==> src/rtl/mult_hilo_pkg.sv <==
// Shared types and constants for the MIPS HI/LO multiply controller.
package mult_hilo_pkg;

  localparam int unsigned DataW = 32;
  localparam int unsigned ProdW = 64;

  typedef enum logic [2:0] {
    OP_MULT  = 3'd0,
    OP_MULTU = 3'd1,
    OP_MFHI  = 3'd2,
    OP_MFLO  = 3'd3,
    OP_MTHI  = 3'd4,
    OP_MTLO  = 3'd5,
    OP_MADD  = 3'd6,
    OP_MADDU = 3'd7
  } op_code_e;

  typedef enum logic {
    IDLE = 1'b0,
    CALC = 1'b1
  } state_e;

  // Two's complement magnitude; 0x80000000 maps to itself, which is the
  // correct unsigned magnitude.
  function automatic logic [DataW-1:0] mag(input logic [DataW-1:0] x);
    return x[DataW-1] ? -x : x;
  endfunction

endpackage

==> src/rtl/mult_hilo_ctrl_if.sv <==
// Pipeline <-> HI/LO controller op request and read-back bus.
interface mult_hilo_ctrl_if;
  import mult_hilo_pkg::*;

  logic             op_valid;
  logic [2:0]       op_code;
  logic [DataW-1:0] op_a;
  logic [DataW-1:0] op_b;
  logic             op_ready;
  logic             rd_valid;
  logic [DataW-1:0] rd_data;

  modport master (
    output op_valid, op_code, op_a, op_b,
    input  op_ready, rd_valid, rd_data
  );

  modport slave (
    input  op_valid, op_code, op_a, op_b,
    output op_ready, rd_valid, rd_data
  );

endinterface

==> src/rtl/multiplier32bit_single_stage.sv <==
// Single-stage 32x32 unsigned combinational multiplier (multicycle path).
module multiplier32bit_single_stage
  import mult_hilo_pkg::*;
(
  input  logic [DataW-1:0] a,
  input  logic [DataW-1:0] b,
  output logic [ProdW-1:0] p
);

  // Zero-extend both operands so the product is a full 64-bit unsigned result
  always_comb p = {{DataW{1'b0}}, a} * {{DataW{1'b0}}, b};

endmodule

==> src/rtl/mult_hilo_ctrl.sv <==
// HI/LO sequencing controller around a multicycle 32x32 multiplier.
// Optional macro MULT_ACC_EN enables MADD/MADDU (op codes 6/7) accumulate.
module mult_hilo_ctrl
  import mult_hilo_pkg::*;
#(
  parameter int unsigned LATENCY = 2  // legal 1..8
) (
  input  logic             clk,
  input  logic             rst,
  mult_hilo_ctrl_if.slave  bus,
  output logic             busy,
  output logic             mul_done,
  output logic [DataW-1:0] hi,
  output logic [DataW-1:0] lo
);

  localparam logic [2:0] CntInit = 3'(LATENCY - 1);

  state_e           state_q, state_d;
  logic [2:0]       cnt_q;
  logic [DataW-1:0] a_q, b_q;
  logic             neg_q;
  logic [DataW-1:0] hi_q, lo_q;
  logic [DataW-1:0] rd_data_q;
  logic             rd_valid_q;
  logic             mul_done_q;

  op_code_e         code;
  logic             accept;
  logic             start_mul;
  logic             is_signed;
  logic [ProdW-1:0] prod;
  logic [ProdW-1:0] fixed;
  logic [ProdW-1:0] result;

  assign code   = op_code_e'(bus.op_code);
  assign accept = bus.op_valid && bus.op_ready;

`ifdef MULT_ACC_EN
  logic acc_q;

  assign start_mul = accept && (code == OP_MULT || code == OP_MULTU ||
                                code == OP_MADD || code == OP_MADDU);
  assign is_signed = (code == OP_MULT) || (code == OP_MADD);
`else
  assign start_mul = accept && (code == OP_MULT || code == OP_MULTU);
  assign is_signed = (code == OP_MULT);
`endif

  multiplier32bit_single_stage u_mul (
    .a (a_q),
    .b (b_q),
    .p (prod)
  );

  // Sign fix-up (and optional accumulate) of the unsigned magnitude product
  always_comb begin
    fixed = neg_q ? -prod : prod;
`ifdef MULT_ACC_EN
    result = acc_q ? ({hi_q, lo_q} + fixed) : fixed;
`else
    result = fixed;
`endif
  end

  // State register
  always_ff @(posedge clk) begin
    if (rst) begin
      state_q <= IDLE;
    end else begin
      state_q <= state_d;
    end
  end

  // Next-state logic
  always_comb begin
    state_d = state_q;
    unique case (state_q)
      IDLE: if (start_mul) state_d = CALC;
      CALC: if (cnt_q == 3'd0) state_d = IDLE;
      default: state_d = IDLE;
    endcase
  end

  // FSM outputs: only IDLE accepts ops
  always_comb begin
    bus.op_ready = (state_q == IDLE);
    busy         = (state_q == CALC);
  end

  // Datapath: operand latch, countdown, HI/LO and read-back registers
  always_ff @(posedge clk) begin
    if (rst) begin
      cnt_q      <= 3'd0;
      a_q        <= '0;
      b_q        <= '0;
      neg_q      <= 1'b0;
      hi_q       <= '0;
      lo_q       <= '0;
      rd_data_q  <= '0;
      rd_valid_q <= 1'b0;
      mul_done_q <= 1'b0;
`ifdef MULT_ACC_EN
      acc_q      <= 1'b0;
`endif
    end else begin
      rd_valid_q <= 1'b0;
      mul_done_q <= 1'b0;
      if (start_mul) begin
        // Operands stay frozen for all of CALC: the multiplier is a multicycle path
        a_q   <= is_signed ? mag(bus.op_a) : bus.op_a;
        b_q   <= is_signed ? mag(bus.op_b) : bus.op_b;
        neg_q <= is_signed && (bus.op_a[DataW-1] ^ bus.op_b[DataW-1]);
        cnt_q <= CntInit;
`ifdef MULT_ACC_EN
        acc_q <= (code == OP_MADD) || (code == OP_MADDU);
`endif
      end else if (state_q == CALC) begin
        if (cnt_q != 3'd0) begin
          cnt_q <= cnt_q - 3'd1;
        end else begin
          {hi_q, lo_q} <= result;
          mul_done_q   <= 1'b1;
        end
      end
      if (accept) begin
        unique case (code)
          OP_MFHI: begin
            rd_data_q  <= hi_q;
            rd_valid_q <= 1'b1;
          end
          OP_MFLO: begin
            rd_data_q  <= lo_q;
            rd_valid_q <= 1'b1;
          end
          OP_MTHI: hi_q <= bus.op_a;
          OP_MTLO: lo_q <= bus.op_a;
          default: ;
        endcase
      end
    end
  end

  assign bus.rd_valid = rd_valid_q;
  assign bus.rd_data  = rd_data_q;
  assign mul_done     = mul_done_q;
  assign hi           = hi_q;
  assign lo           = lo_q;

endmodule
==> src/flat_wrapper.sv <==
// flat-port wrapper written by rule: the top's interface ports become plain ports
module mult_hilo_ctrl_flat import mult_hilo_pkg::*;
#(
  parameter int unsigned LATENCY = 2               
)
  (clk, rst, busy, mul_done, hi, lo, bus_op_valid, bus_op_code, bus_op_a, bus_op_b, bus_op_ready, bus_rd_valid, bus_rd_data);
  mult_hilo_ctrl_if bus_i ();
  input  logic clk;
  input  logic rst;
  output logic busy;
  output logic mul_done;
  output logic [DataW-1:0] hi;
  output logic [DataW-1:0] lo;
  input wire logic [$bits(bus_i.op_valid)-1:0] bus_op_valid;
  input wire logic [$bits(bus_i.op_code)-1:0] bus_op_code;
  input wire logic [$bits(bus_i.op_a)-1:0] bus_op_a;
  input wire logic [$bits(bus_i.op_b)-1:0] bus_op_b;
  output wire logic [$bits(bus_i.op_ready)-1:0] bus_op_ready;
  output wire logic [$bits(bus_i.rd_valid)-1:0] bus_rd_valid;
  output wire logic [$bits(bus_i.rd_data)-1:0] bus_rd_data;
  assign bus_i.op_valid = bus_op_valid;
  assign bus_i.op_code = bus_op_code;
  assign bus_i.op_a = bus_op_a;
  assign bus_i.op_b = bus_op_b;
  assign bus_op_ready = bus_i.op_ready;
  assign bus_rd_valid = bus_i.rd_valid;
  assign bus_rd_data = bus_i.rd_data;
  mult_hilo_ctrl #(.LATENCY(LATENCY)) u_core (.clk(clk), .rst(rst), .bus(bus_i), .busy(busy), .mul_done(mul_done), .hi(hi), .lo(lo));
endmodule
==> config.mk <==
export PLATFORM = sky130hd
export DESIGN_NAME = mult_hilo_ctrl_flat
export DESIGN_NICKNAME = d
export VERILOG_FILES = /design/src/rtl/mult_hilo_pkg.sv /design/src/rtl/mult_hilo_ctrl_if.sv /design/src/rtl/multiplier32bit_single_stage.sv /design/src/rtl/mult_hilo_ctrl.sv /design/src/flat_wrapper.sv
export SDC_FILE = /design/constraint.sdc
export NUM_CORES = 2
export LEC_CHECK = 0
export ABC_AREA = 1
export CORE_MARGIN = 8
export CORE_UTILIZATION = 35
export CTS_CLUSTER_DIAMETER = 80
export CTS_CLUSTER_SIZE = 40
export DETAILED_ROUTE_END_ITERATION = 12
export GPL_TIMING_DRIVEN = 0
export PLACE_DENSITY_LB_ADDON = 0.25
export SLEW_MARGIN = 0
export SYNTH_ARGS = -nofsm -noshare
export SYNTH_HDL_FRONTEND = slang
export SYNTH_HIERARCHICAL = 1
export SYNTH_SLANG_ARGS = --single-unit
==> constraint.sdc <==
create_clock -name clk -period 7.95 [get_ports clk]
set_input_delay 0.795 -clock clk [delete_from_list [all_inputs] [get_ports clk]]
set_output_delay 0.795 -clock clk [all_outputs]
set_load 0.03 [all_outputs]
======== Word level (Yosys, flattened, before mapping) ========
Index checks and enable logic that the tools add are counted.
W data, S select, Z words.
operators by class
  equal/unequal tests ..................... 5
  multiply operators ...................... 1
  bitwise logic cells ..................... 3
  reduce and logical (&&, ||, !) cells .... 17
  muxes and demuxes ....................... 24
  add/sub/neg operators ................... 4
operators with widths
  operator               count
  $mux W32               14
  $mul A32 B32 Y64       1
  $mux W64               1
  $neg A32 Y32           2
  $neg A64 Y64           1
  $pmux W32 S2           1
  $mux W1                7
  $eq A3 B2 Y1 const B   2
  $eq A3 B3 Y1 const B   2
  $logic_not A3 Y1       2
  $reduce_and A2 Y1      3
  $reduce_bool A2 Y1     3
  $reduce_or A2 Y1       3
  $eq A3 B1 Y1 const B   1
  $logic_and A1 B1 Y1    3
  $reduce_bool A3 Y1     1
  $reduce_or A3 Y1       1
  $sub A3 B1 Y3 const B  1
  $not A1 Y1             2
  $pmux W1 S2            1
  $logic_or A1 B1 Y1     1
  $xor A1 B1 Y1          1
word-level totals
  word-level logic and storage cells ...... 65
  output and inout bits ................... 100
  register bits ........................... 167
  input bits .............................. 70

======== Logic depth before layout (Yosys ltp) ========
  word-level depth ........................ 8
  depth in mapped cells ................... 41
  mapped depth without buffers ............ 40

======== Hierarchy ========
The synthesis kept the hierarchy.
by module, submodules not included
  module                        instances  cells an instance  area each (µm²)  sequential area each (µm²)
  multiplier32bit_single_stage  1          4958               36134.7          0.0
  mult_hilo_ctrl                1          1685               10289.9          3343.2

======== Least setup slack after synthesis ========
No wires, ideal clock.
  kind .................................... register to register
  start ................................... reg u_core.a_q[25]
  end ..................................... reg u_core.hi_q[30], in the netlist u_core/hi[30]
  setup time .............................. 119 ps
  required time ........................... 7831 ps
  clock period less this slack ............ 7083 ps
  setup slack ............................. 867 ps
  cell stages (with the launch flop) ...... 34
  arrival ................................. 6963 ps
  buffers on the path ..................... 1
  path through ............................ dfxtp_1 clkbuf_1 nand2_1 fa_1 inv_1 fa_1 inv_1 fa_1 inv_1 fa_1 fa_1 fa_1 fa_1 inv_1 fa_1 inv_1 ha_1 nand2_1 nor2_1 nand2_1 nor2_1 nand3_1 nand4_1 nand2_1 nor2_1 nand2_1 nor2_1 nand2_1 o21ai_0 nand2_1 nand2_1 nand3_1 nand2_1 a21oi_1
between the ends
  cells in the longest elaborated chain, start to end .. 8
RTL lines
  what                    RTL line                            source
  start, declared         mult_hilo_ctrl.sv:21                logic [DataW-1:0] a_q, b_q;
  start signal, assigned  mult_hilo_ctrl.sv:111               a_q <= is_signed ? mag(bus.op_a) : bus.op_a;
  $mul A32 B32 Y64 (*)    multiplier32bit_single_stage.sv:11  always_comb p = {{DataW{1'b0}}, a} * {{DataW{1'b0}}, b};
  via u_core.prod[49]     mult_hilo_ctrl.sv:32                logic [ProdW-1:0] prod;
  $neg A64 Y64 (*)        mult_hilo_ctrl.sv:58                fixed = neg_q ? -prod : prod;
  $mux W64 (*)            mult_hilo_ctrl.sv:58
  $mux W32 (*)            mult_hilo_ctrl.sv:119               if (cnt_q != 3'd0) begin
  $mux W32 (*)            mult_hilo_ctrl.sv:118               end else if (state_q == CALC) begin
  $mux W32 (*)            mult_hilo_ctrl.sv:109               if (start_mul) begin
  $mux W32                mult_hilo_ctrl.sv:127               unique case (code)
  $mux W32 (*)            mult_hilo_ctrl.sv:126               if (accept) begin
  end signal, assigned    mult_hilo_ctrl.sv:122               {hi_q, lo_q} <= result;
  end signal, assigned    mult_hilo_ctrl.sv:136               OP_MTHI: hi_q <= bus.op_a;
  end, declared           mult_hilo_ctrl.sv:23                logic [DataW-1:0] hi_q, lo_q;
The timed path passes the listed nets; every way through them passes the cells marked *.
A chain may end at the register's enable or synchronous reset.

======== Final worst setup path ========
  start ................................... reg u_core.a_q[22]
  end ..................................... reg u_core.hi_q[16], in the netlist u_core/hi[16]
Same word-level chain as after synthesis.

==> impl_metrics.yaml <==
placement:
  gp_congestion: 1.01
  dp_slack_ns: -1.95
  port_buffers: 169
  hpwl_um: 179000
sta:
  timing.final.crit_share_pct: 99.2
  hold_viol_final: 0
  rsz0062_at_grt: "yes"
  timing_worst_slew_pin_value_ns: 1.29
  setup_viol: 0
  layout_min_cycle_time_ns: 7.89
  fin_worst_skew_ns: 0.0211
  setup_ws_ns: 0.0603
  timing.fmax_ghz: 0.127
  drv_slew: 0
  slew_headroom_pct: 13.8
die:
  core-area_um2: 132000
  ios: 170
  die_w_um: 380
  die_area_um2: 145000
  std_cell_rows: 133
  start_util_pct: 35.3
  die_h_um: 380
clock_tree:
  hold_buffers: 0
  cts_tree: "built"
  cts_buffers: 17
  clkSlewWorstSetupHoldPaths_ns: 0.08
  root_buffer: "clkbuf_16"
  htreeDepth: 4
  clock_latency_ns: 0.51
  clockBufferDepth: 2
  cts_sinks: 167
yosys:
  async_flop_share_pct: 0
  yosysWarnings: 6
  synth-main-ff-cell: "dfxtp_1"
  synth-edff-count: 0
  ys_seq_elements: 167
  syn-num-nets: 7877
  synth_top_cell_by_area: "fa_1"
  ys_types: 45
  syn_area_um2: 46400
  yosys-top-cells-area: "fa_1, nand2_1, inv_1"
  yosysSeqAreaShare_pct: 7.20
  syn_area_per_cell_um2: 6.99
  netlist.area_leader.share_pct: 38.6
  syn_inst: 6643
finish:
  nets: 8167
  syn_to_final_growth_pct: 21.0
  layout_commonest_cell: "nand2_1"
  drive_gt1_share_pct: 13.5
  layout_common_cells: "nand2_1, inv_1, fa_1"
critical_path:
  cp_max_fo: 10
  path_class: "flop to flop"
  cp-end-kind: "flop"
  cp_data_required_time_ns: 8.38
  cpPeakStageDelay_ns: 0.64
  cpMostUsedCell: "fa_1"
  cp.arrival_ns: 8.32
  cp_slowest_cell: "fa_2"
  cp-start-kind: "flop"
grt:
  antenna_found_initial: 8
  grt_overflow: 0
  grtUsageTotal_pct: 28.3
  grt_max_degree: 19
  grt_pass1_wl_um: 302000
  grt_pass1_vias: 44900
detailed_routing:
  avgViaCountPerCell: 5.02
  via_count: 43700
  drtPass1Iterations: 8
  drc_errors: 0
  initialDrtViolationCount: 3925
  wl_um: 209000
  ant_nets: 0
  routedWlPerCell_um: 24.0
power_and_ir_drop:
  p_per_area_nw_per_um2: 64.9
  peakVddDrop_v: 0.000152
  p_leak_nw: 31.9
  total_power_mw: 3.65
job:
  cap_violations: 0
min_path:
  min_path_type: "flop to flop"
outcome:
  status: "complete, no violations"
## metrics by stage
stage | area [um2] | setup TNS [ns] | hold slack [ns] | instances | utilization, %
CTS | 53700 | -0.0926 | 0.509 | 8618 | 40.8
global route | 56200 | -1.57 | 0.537 | 8701 | 42.7
floorplan | 46400 | 0 | 0.471 | 6643 | -
global placement | 50300 | -60.62 | 0.488 | 8567 | 38.2
finish | 56200 | 0 | 0.510 | 8703 | 42.7
detailed placement | 50300 | -58.57 | 0.491 | 8567 | 38.2
## flip-flops by register name (all words and copies together) (netlist names)
signal               count
u_core/a_q              32
u_core/b_q              32
u_core/bus.rd_data      32
u_core/bus.rd_valid      1
u_core/busy              1
u_core/cnt_q             3
u_core/hi               32
u_core/lo               32
u_core/mul_done          1
u_core/neg_q             1
## synthesized netlist by cell type (29+ instances only)
library cell     n
xor2_1          46
nand3_1        213
nor2_2          29
o21ai_0        151
dfxtp_1        167
fa_1           896
a21oi_1        163
a31oi_1         47
clkbuf_1       233
inv_1         1851
ha_1           268
nor2_1         270
nand2_1       2045
## worst paths after layout
check	end	start	slack, ns	depth (start not counted)
max reg2reg	u_core/hi[16]$_SDFF_PP0_	u_core/a_q[22]$_SDFFE_PP0P_	0.06	32
max	u_core/hi[16]$_SDFF_PP0_	u_core/a_q[22]$_SDFFE_PP0P_	0.06	32
min reg2reg	u_core/bus.rd_data[16]$_SDFFE_PP0P_	u_core/hi[16]$_SDFF_PP0_	0.51	2
min	u_core/bus.rd_data[16]$_SDFFE_PP0P_	u_core/hi[16]$_SDFF_PP0_	0.51	2
## power by group
group	internal, mW	switching, mW	total (mW)
registers	0.865	0.0717	0.937
clock network	0.485	0.483	0.968
logic	0.597	1.14	1.74
## layer usage
layer | part of all wire, % | up-vias | GRT usage (%)
li1 | - | 19600 | -
met1 | 40 | 21700 | 36.6
met2 | 45 | 2009 | 46.6
met3 | 8.7 | 433 | 5.15
met4 | 5.3 | 2 | 11.5
met5 | 0.0072 | - | 0
## cell type report
class,count,area (um2)
plain buffers,268,2850
repair buffers,272,2580
fillers,13700,75500
clock inverters,14,209
multi-input cells,4335,37300
flip-flops and latches,167,3530
clock buffers,18,429
diodes,2,5.00
inverters,1872,7030
well taps,1755,2200
## logic make-up (layout without fill, tap and decap cells)
group,Yosys count,after routing,synth area share [%]
AND/OR/NAND/NOR,2690,2690,23.5
buffers and inverters,2141,2444,17.4
adder cells (fa/ha/maj),1164,1164,45.9
AO/OA/AOI/OAI,422,422,4.95
flip-flops,167,167,7.20
XOR/XNOR,59,59,1.11
other,0,2,0
## repair_timing
action / CTS / global route
pin swaps: 35 / 141
buffers inserted: 19 / 84
gates resized for setup: 786 / 510
endpoints found under the setup margin: 48 / 43
## worst max-delay path: cells and delay by family (launching register included)
| family | cells | cell delay (ns) |
|---|---|---|
| XOR/XNOR | 1 | 0.21 |
| buffers and inverters | 7 | 0.69 |
| adder cells (fa/ha/maj) | 9 | 4.51 |
| AO/OA/AOI/OAI | 2 | 0.42 |
| flip-flops | 1 | 0.39 |
| AND/OR/NAND/NOR | 13 | 1.57 |
Note: power is estimated with default switching activity, not from simulation.
